## src/rtl/cfu_mac_pkg.sv

```systemverilog
// cfu_mac_pkg: shared definitions for the CFU MAC engine.
//   - Opcode constants, decoded from function_id[9:3].
//   - FSM state encodings (IDLE -> CALC -> RESP), with a state_t alias.
//   - clamp32: signed 32-bit clamp. When min > max the result is always min.
package cfu_mac_pkg;

  localparam logic [6:0] OP_SET_OFF  = 7'd0;
  localparam logic [6:0] OP_MAC      = 7'd1;
  localparam logic [6:0] OP_SET_CLMP = 7'd2;
  localparam logic [6:0] OP_CLAMP    = 7'd3;
  localparam logic [6:0] OP_DRAIN    = 7'd4;
  localparam logic [6:0] OP_CLEAR    = 7'd5;

  typedef logic [1:0] state_t;
  localparam state_t ST_IDLE = 2'd0;
  localparam state_t ST_CALC = 2'd1;
  localparam state_t ST_RESP = 2'd2;

  // An inverted range (min > max) always yields min, whatever v is.
  function automatic logic [31:0] clamp32(input logic [31:0] v,
                                          input logic [31:0] mn,
                                          input logic [31:0] mx);
    if ($signed(mn) > $signed(mx))     return mn;
    else if ($signed(v) < $signed(mn)) return mn;
    else if ($signed(v) > $signed(mx)) return mx;
    else                               return v;
  endfunction

endpackage

```

## src/rtl/cfu_mac_lanes.sv

```systemverilog
// cfu_mac_lanes: LANES-wide signed dot product with per-operand offsets.
// Each lane computes (A_i + in_off) * (B_i + f_off). Elements and offsets are
// sign-extended to OFF_W+1 bits, and each product is 2*(OFF_W+1) bits. The
// lane products are summed modulo 2^ACC_W into one output register.
// Ports:
//   clk, reset       clock and synchronous active-high reset
//   load_i           capture a new sum (asserted on command acceptance)
//   a_i, b_i         packed lane data; lane i = [i*ELEM_W +: ELEM_W]
//   in_off_i         offset added to every A lane
//   f_off_i          offset added to every B lane
//   sum_o            registered lane sum
module cfu_mac_lanes
  import cfu_mac_pkg::*;
#(
  parameter int LANES  = 4,
  parameter int ELEM_W = 8,
  parameter int OFF_W  = 16,
  parameter int ACC_W  = 32
) (
  input  logic             clk,
  input  logic             reset,
  input  logic             load_i,
  input  logic [31:0]      a_i,
  input  logic [31:0]      b_i,
  input  logic [OFF_W-1:0] in_off_i,
  input  logic [OFF_W-1:0] f_off_i,
  output logic [ACC_W-1:0] sum_o
);

  localparam int PROD_W = 2 * (OFF_W + 1);

  if (LANES * ELEM_W > 32) begin : g_width_check
    $error("cfu_mac_lanes: LANES*ELEM_W must not exceed 32");
  end

  logic signed [OFF_W-1:0]  in_off_s;
  logic signed [OFF_W-1:0]  f_off_s;
  logic signed [PROD_W-1:0] prods [LANES];
  logic [ACC_W-1:0]         sum_d;
  logic [ACC_W-1:0]         sum_q;

  assign in_off_s = in_off_i;
  assign f_off_s  = f_off_i;

  for (genvar g = 0; g < LANES; g++) begin : g_lane
    logic signed [ELEM_W-1:0] a_e;
    logic signed [ELEM_W-1:0] b_e;
    logic signed [OFF_W:0]    a_x;
    logic signed [OFF_W:0]    b_x;

    assign a_e = a_i[g*ELEM_W +: ELEM_W];
    assign b_e = b_i[g*ELEM_W +: ELEM_W];
    // Size casts on signed operands sign-extend before the offset add.
    assign a_x = (OFF_W+1)'(a_e) + (OFF_W+1)'(in_off_s);
    assign b_x = (OFF_W+1)'(b_e) + (OFF_W+1)'(f_off_s);
    assign prods[g] = PROD_W'(a_x) * PROD_W'(b_x);
  end

  always_comb begin
    sum_d = '0;
    for (int i = 0; i < LANES; i++) begin
      sum_d = sum_d + ACC_W'(prods[i]);
    end
  end

  always_ff @(posedge clk) begin
    if (reset) begin
      sum_q <= '0;
    end else if (load_i) begin
      sum_q <= sum_d;
    end
  end

  assign sum_o = sum_q;

endmodule

```

## src/rtl/cfu_mac_engine.sv

```systemverilog
// cfu_mac_engine: CFU datapath for a SIMD int8 dot product with offsets,
// a persistent accumulator and a clamp on the output.
// Handshake: a command transfers on a cycle where cmd_valid & cmd_ready
// (cmd_ready is high only in IDLE). The response holds rsp_valid and the
// payload steady until a cycle with rsp_valid & rsp_ready. Latency is fixed:
// acceptance at cycle T, rsp_valid at T+2, and back in IDLE at T+3 when
// rsp_ready is high at T+2.
// Ports:
//   clk, reset                clock and synchronous active-high reset
//   cmd_valid / cmd_ready     command handshake
//   cmd_payload_function_id   [9:3] opcode, [2:0] ignored
//   cmd_payload_inputs_0/1    operands / packed lane data
//   rsp_valid / rsp_ready     response handshake
//   rsp_payload_outputs_0     32-bit result
//   dbg_state_o               current FSM state (ST_IDLE/ST_CALC/ST_RESP)
module cfu_mac_engine
  import cfu_mac_pkg::*;
#(
  parameter int LANES  = 4,
  parameter int ELEM_W = 8,
  parameter int OFF_W  = 16,
  parameter int ACC_W  = 32
) (
  input  logic        clk,
  input  logic        reset,
  input  logic        cmd_valid,
  output logic        cmd_ready,
  input  logic [9:0]  cmd_payload_function_id,
  input  logic [31:0] cmd_payload_inputs_0,
  input  logic [31:0] cmd_payload_inputs_1,
  output logic        rsp_valid,
  input  logic        rsp_ready,
  output logic [31:0] rsp_payload_outputs_0,
  output logic [1:0]  dbg_state_o
);

  state_t           state_q, state_d;
  logic [6:0]       op_q;
  logic [31:0]      in0_q, in1_q;
  logic [OFF_W-1:0] in_off_q, in_off_d;
  logic [OFF_W-1:0] f_off_q, f_off_d;
  logic [31:0]      cmin_q, cmin_d;
  logic [31:0]      cmax_q, cmax_d;
  logic [ACC_W-1:0] acc_q, acc_d;
  logic [31:0]      rsp_q, rsp_d;
  logic [ACC_W-1:0] lane_sum;
  logic [ACC_W-1:0] acc_mac;
  logic [ACC_W-1:0] acc_bias;
  logic             accept;
  logic             unused_fid_bits;

  assign unused_fid_bits = ^cmd_payload_function_id[2:0];

  assign cmd_ready   = (state_q == ST_IDLE);
  assign rsp_valid   = (state_q == ST_RESP);
  assign accept      = cmd_valid & cmd_ready;
  assign dbg_state_o = state_q;
  assign rsp_payload_outputs_0 = rsp_q;

  // The lane register loads together with the operand latches, so the CALC
  // cycle already holds the dot product.
  cfu_mac_lanes #(
    .LANES  (LANES),
    .ELEM_W (ELEM_W),
    .OFF_W  (OFF_W),
    .ACC_W  (ACC_W)
  ) u_lanes (
    .clk      (clk),
    .reset    (reset),
    .load_i   (accept),
    .a_i      (cmd_payload_inputs_0),
    .b_i      (cmd_payload_inputs_1),
    .in_off_i (in_off_q),
    .f_off_i  (f_off_q),
    .sum_o    (lane_sum)
  );

  // The accumulator wraps modulo 2^ACC_W. The DRAIN bias is sign-extended.
  assign acc_mac  = acc_q + lane_sum;
  assign acc_bias = acc_q + ACC_W'($signed(in0_q));

  always_comb begin
    state_d  = state_q;
    in_off_d = in_off_q;
    f_off_d  = f_off_q;
    cmin_d   = cmin_q;
    cmax_d   = cmax_q;
    acc_d    = acc_q;
    rsp_d    = rsp_q;
    case (state_q)
      ST_IDLE: if (cmd_valid) state_d = ST_CALC;
      ST_CALC: begin
        state_d = ST_RESP;
        rsp_d   = '0;
        case (op_q)
          OP_SET_OFF: begin
            in_off_d = in0_q[OFF_W-1:0];
            f_off_d  = in1_q[OFF_W-1:0];
            acc_d    = '0;
          end
          OP_MAC: begin
            acc_d = acc_mac;
            rsp_d = 32'($signed(acc_mac));
          end
          OP_SET_CLMP: begin
            cmin_d = in0_q;
            cmax_d = in1_q;
          end
          OP_CLAMP: rsp_d = clamp32(in0_q, cmin_q, cmax_q);
          OP_DRAIN: begin
            rsp_d = clamp32(32'($signed(acc_bias)), cmin_q, cmax_q);
            acc_d = '0;
          end
          OP_CLEAR: begin
            rsp_d = 32'($signed(acc_q));
            acc_d = '0;
          end
          default: ;
        endcase
      end
      ST_RESP: if (rsp_ready) state_d = ST_IDLE;
      default: state_d = ST_IDLE;
    endcase
  end

  always_ff @(posedge clk) begin
    if (reset) begin
      state_q  <= ST_IDLE;
      op_q     <= '0;
      in0_q    <= '0;
      in1_q    <= '0;
      in_off_q <= '0;
      f_off_q  <= '0;
      cmin_q   <= 32'h8000_0000;
      cmax_q   <= 32'h7FFF_FFFF;
      acc_q    <= '0;
      rsp_q    <= '0;
    end else begin
      state_q  <= state_d;
      in_off_q <= in_off_d;
      f_off_q  <= f_off_d;
      cmin_q   <= cmin_d;
      cmax_q   <= cmax_d;
      acc_q    <= acc_d;
      rsp_q    <= rsp_d;
      if (accept) begin
        op_q  <= cmd_payload_function_id[9:3];
        in0_q <= cmd_payload_inputs_0;
        in1_q <= cmd_payload_inputs_1;
      end
    end
  end

endmodule

```

## config.mk

```make
export PLATFORM = sky130hd
export DESIGN_NAME = cfu_mac_engine
export DESIGN_NICKNAME = d
export VERILOG_FILES = /design/src/rtl/cfu_mac_pkg.sv /design/src/rtl/cfu_mac_lanes.sv /design/src/rtl/cfu_mac_engine.sv
export SDC_FILE = /design/constraint.sdc
export NUM_CORES = 2
export LEC_CHECK = 0
export CAP_MARGIN = 20
export CORE_ASPECT_RATIO = 0.6
export CORE_UTILIZATION = 55
export DETAILED_ROUTE_END_ITERATION = 10
export DONT_BUFFER_PORTS = 1
export HOLD_SLACK_MARGIN = 0.08
export PLACE_DENSITY_LB_ADDON = 0.2
export SKIP_LAST_GASP = 1
export SLEW_MARGIN = 20
export SYNTH_ARGS = -nofsm -noshare
export SYNTH_HDL_FRONTEND = slang
export SYNTH_HIERARCHICAL = 1
export SYNTH_SLANG_ARGS = --single-unit
```

## constraint.sdc

```tcl
create_clock -name clk -period 11.5 [get_ports clk]
set_input_delay 1.15 -clock clk [delete_from_list [all_inputs] [get_ports clk]]
set_output_delay 1.15 -clock clk [all_outputs]
set_load 0.005 [all_outputs]
```

; ---- Word-level counts from Yosys, hierarchy flattened
; Index checks and enable logic that the tools add are counted.
[totals]
output_inout_bits = 36
input_bits = 78
reg_bits = 265
word_cells = 62
[classes]
add_sub_neg = 13
n_eq_ne = 9
n_bitwise = 1
magnitude_cmp = 5
n_mux = 11
n_mul = 4
n_reduce_logical = 8
[op_table]
columns = operator, count
row1 = $mux W32, 6
row2 = $add A32 B32 Y32, 5
row3 = $add A8 B16 Y17, 8
row4 = $mul A17 B17 Y32, 4
row5 = $pmux W32 S4, 1
row6 = $gt A32 B32 Y1, 3
row7 = $lt A32 B32 Y1, 2
row8 = $pmux W32 S2, 1
row9 = $eq A7 B2 Y1 const B, 2
row10 = $eq A7 B3 Y1 const B, 2
row11 = $reduce_and A2 Y1, 4
row12 = $eq A7 B1 Y1 const B, 1
row13 = $logic_not A7 Y1, 1
row14 = $pmux W2 S3, 1
row15 = $mux W2, 2
row16 = $reduce_or A3 Y1, 1
row17 = $eq A2 B1 Y1 const B, 1
row18 = $eq A2 B2 Y1 const B, 1
row19 = $logic_not A2 Y1, 1
row20 = $ne A2 B1 Y1 const B, 1
row21 = $ne A2 B2 Y1 const B, 1
row22 = $reduce_bool A2 Y1, 1
row23 = $and A1 B1 Y1, 1

; ---- Depth between registers and ports, before layout
[logic_depth]
depth_word = 6
mapped_depth = 46
mapped_depth_nobuf = 46

; ---- Cells and area by module
; The synthesis kept the hierarchy.
[by_module_without_submodules]
columns = module, instances, seq_area_each_um2, cells_per_inst, area_per_inst_um2
row1 = cfu_mac_lanes, 1, 640.6, 5282, 48492.8
row2 = cfu_mac_engine, 1, 4664.5, 2122, 16633.5

; ---- Worst setup path after synthesis
; No wires, ideal clock.
[synth_timing]
kind = input to register
start = input cmd_payload_inputs_0[0]
end = register u_lanes.sum_q[31] (netlist: u_lanes/sum_o[31])
n_path_buf = 1
t_required_ns = 11.372
slack_ns = 0.141
arrival_ns = 11.231
path_stages = 40
setup_time_ns = 0.128
cell_sequence = ha_1 fa_1 a21o_1 a21oi_2 o21bai_1 a211oi_1 o31ai_1 a2111o_1 a31oi_1 xnor2_1 clkbuf_1 nand2_1 fa_1 inv_1 fa_1 fa_1 fa_1 fa_1 [4 not listed] fa_1 fa_1 inv_1 fa_1 inv_1 ha_1 nor2b_1 o21ai_0 a211o_1 a2bb2oi_1 o31ai_1 o21ai_0 xnor3_1 xor2_1 xnor3_1 xnor2_1 mux2i_1 nor2_1
[synth_between]
elab_chain_cells = 5
[synth_rtl]
columns = item, line_no
row1 = from (decl), cfu_mac_engine.sv:29  ; input logic [31:0] cmd_payload_inputs_0,
row2 = $add A8 B16 Y17, cfu_mac_lanes.sv:54  ; assign a_x = (OFF_W+1)'(a_e) + (OFF_W+1)'(in_off_s);
row3 = $mul A17 B17 Y32, cfu_mac_lanes.sv:56  ; assign prods[g] = PROD_W'(a_x) * PROD_W'(b_x);
row4 = $add A32 B32 Y32 (3 in a row), cfu_mac_lanes.sv:62  ; sum_d = sum_d + ACC_W'(prods[i]);
row5 = to (signal assigned), cfu_mac_lanes.sv:70  ; sum_q <= sum_d;
row6 = to (decl), cfu_mac_lanes.sv:40  ; logic [ACC_W-1:0] sum_q;
; Every way passes these cells.
; A chain may end at the register's enable or synchronous reset.

; ---- Worst setup path in the final report
[layout_timing]
start = register f_off_q[4]
end = register u_lanes.sum_q[31] (netlist: u_lanes/sum_o[31])
[layout_between]
elab_chain_cells = 5
elab_cells_between_ends = 11
classes_between = add/sub: 7 / mul: 4
[layout_rtl]
columns = item, line_no
row1 = from (decl), cfu_mac_engine.sv:41  ; logic [OFF_W-1:0] f_off_q, f_off_d;
row2 = from (signal assigned), cfu_mac_engine.sv:141  ; f_off_q <= f_off_d;
row3 = $add A8 B16 Y17, cfu_mac_lanes.sv:55  ; assign b_x = (OFF_W+1)'(b_e) + (OFF_W+1)'(f_off_s);
row4 = $mul A17 B17 Y32, cfu_mac_lanes.sv:56
row5 = $add A32 B32 Y32 (2 in a row), cfu_mac_lanes.sv:62
row6 = $add A32 B32 Y32 (*), cfu_mac_lanes.sv:62
; Every way passes the cells marked *; elsewhere a longest branch is shown, timed or not.

==> metrics <==
run status finished with violations; failing checks capacitance limit, slew limit; routability cong. 1.12; register area share after synthesis 0.0815; placed cell area 73,000 um2; DRT iter0 DRCs 7,089; Starting Density 0.557; Reg2Reg Depth 42; reg2reg start f_off_q[4]$_SDFFE_PP0P_; first drt pass iteration count 6; Most Frequent Cell on Critical Path fa_1; Post-Syn Nets 9,410; top_reg_cell synth dfxtp_1; Final Cycle Share 0.980; RSZ-0062 raised after global routing true; DP Wirelength 224,000 um; end of the worst hold path cmax_q[31]$_SDFFE_PP0P_; highest-delay cell along the critical path dfxtp_1; port bufs 0; largest net degree at the start of global routing 252; routed len/inst 26.4 um; hold wc startpoint in1_q[31]$_SDFFE_PP0P_; GRT Total Usage 0.430; clock skew 0.0349 ns; Core Region 117,000 um2; Worst Hold Depth 2; initial antenna violation count 18; number of synthesis warnings 6; CP Class reg2reg; I/O pins 114; chip width 446 um; Finished Cell Area 74,500 um2; number of global-route vias before repair 54,800; slew margin rel. -0.126; nets 10,000; max-cap check violation count 1; Slew @ Worst Pin 1.64 ns; Setup WS post-layout 0.231 ns; Max Fclk 0.0887 GHz; RR Endpoint u_lanes/sum_o[31]$_SDFFE_PP0P_; CP Launch Type register; post-route minimum period 11.27 ns; CTS tree done; CP Max Fanout 8; slowest cell delay on critical path 0.74 ns; Setup Slack @ Placement -0.927 ns; EDFF count, synth 0; cell taking the most area after synthesis fa_1; Worst Path Required 12.06 ns; library cells used by synthesis 88; Syn Inst Count 7,404; total grt overflow 0; top cell type's share of synthesized area 0.403; mapped cell area 65,100 um2; die height 269 um; vias per cell 5.84; Clk Tree Root Cell clkbuf_16; FF-to-FF setup slack 0.23 ns; Area growth, synth to finish 14.4%; cell row count 97; CTS HTree Levels 1; CTS Buffer Depth 3; Yosys reg bits 265; fraction of layout instances using a drive strength above 1 0.128; Post-synth top cells 1,463 x inv_1, 1,312 x fa_1, 998 x nand2_1; syn_area_per_cell 8.80 um2; Worst EP arrival 11.83 ns; ys async rst share 0; worst skew pair latency 0.64 ns; Hold Violations, Final 0; top-count cell post-synth inv_1; via count 56,400; Worst-path clk slew 0.10 ns; CTS Buf Count 25; Synth area leaders fa_1 40%, ha_1 12%, inv_1 8.4%; Hold Crit Class reg2reg; Clock Sinks 265; drt total wl 255,000 um; first-pass GRT wire length 369,000 um; # setup viols final 0; Max Slew Vio Count 3; Setup crit end kind register; ANT nets after route 0; die area 120,000 um2; Residual DRC 0
==> sequential cells by signal, indices dropped and copies added (netlist names) <==
register and cells:
cmin_q 32, acc_q 32, cmax_q 32, in1_q 32, rsp_payload_outputs_0 32, u_lanes/sum_o 32, in0_q 32, in_off_q 16
dbg_state_o 2, f_off_q 16, op_q 7
==> cell usage in the layout (no fill, tap or decap), drive strengths merged, types with 51 or more instances in the layout <==
master	Yosys	final
a21o	100	100
a21oi	363	363
and2	168	168
buf	28	853
dfxtp	265	265
fa	1312	1312
ha	616	616
inv	1465	1467
mux2i	71	71
nand2	998	998
nand2b	77	77
nand3	53	53
nand4	51	51
nor2	552	552
nor2b	82	82
o211ai	63	63
o21ai	126	126
xnor2	203	203
xor2	103	103
==> repair_timing <==
item                       CTS  global route
setup buffers                1             9
hold buffers                 0             0
setup endpoints to repair    2             5
pin swaps                    1            61
gates resized for setup      8            88
==> cells by family after synthesis <==
logic type      count (synthesis)  share of synthesized area
mux                            77                     0.0120
compound gates               1003                      0.101
fa+ha+maj                    1928                      0.522
buf+inv                      1710                     0.0991
xor+xnor                      308                     0.0420
simple gates                 2113                      0.143
flops                         265                     0.0815
==> cell type report <==
type                       instances  area [um2]
inverter                        1465        5510
tap                             1584        1980
timing repair buffer             853        6970
fill                           10000       42500
multi-input combinational       5429       53800
antenna                           15        37.5
sequential                       265        5320
clock inverter                    14         239
clock buffer                      31         688
==> worst max path at each step <==
stage                             startpoint                        endpoint  slack [ns]  depth (start not counted)
global route         f_off_q[4]$_SDFFE_PP0P_  u_lanes/sum_o[31]$_SDFFE_PP0P_       -0.09                         42
detailed placement   cmd_payload_inputs_0[0]  u_lanes/sum_o[31]$_SDFFE_PP0P_       -0.93                         40
finish               f_off_q[4]$_SDFFE_PP0P_  u_lanes/sum_o[31]$_SDFFE_PP0P_        0.23                         42
floorplan            cmd_payload_inputs_0[0]  u_lanes/sum_o[31]$_SDFFE_PP0P_        0.14                         40
CTS                 in_off_q[1]$_SDFFE_PP0P_  u_lanes/sum_o[31]$_SDFFE_PP0P_      0.0008                         45
global placement     cmd_payload_inputs_0[0]  u_lanes/sum_o[31]$_SDFFE_PP0P_       -0.85                         39
==> per-stage QoR <==
step	hold WS (ns)	TNS (ns)	utilization	cells
4_1_cts	0.452	0	0.633	9627
3_5_place_dp	0.442	-2.81	0.624	9581
6_report	0.450	0	0.637	9656
5_1_grt	0.481	-0.148	0.637	9644
3_3_place_gp	0.440	-2.29	0.624	9581
2_1_floorplan	0.432	0	-	7404
==> layer usage <==
layer  vias up  global-route usage  wire length [um]
li1      24400                   -                 -
met4        20              0.0572              4120
met5         -              0.0452               618
met2      3605               0.491             85500
met1     28100               0.639            111000
met3       268               0.301             53300
==> critical path, delay by kind of cell (launching register included) <==
| kind | cells | cell delay [ns] |
|---|---|---|
| compound gates | 6 | 1.26 |
| xor+xnor | 11 | 2.19 |
| fa+ha+maj | 11 | 5.19 |
| buf+inv | 11 | 1.41 |
| flops | 1 | 0.74 |
| mux | 1 | 0.11 |
| simple gates | 2 | 0.26 |
Power is left out: the tool's default activity adds up to more than one toggle a clock period on the data nets, which glitch-free logic cannot reach.
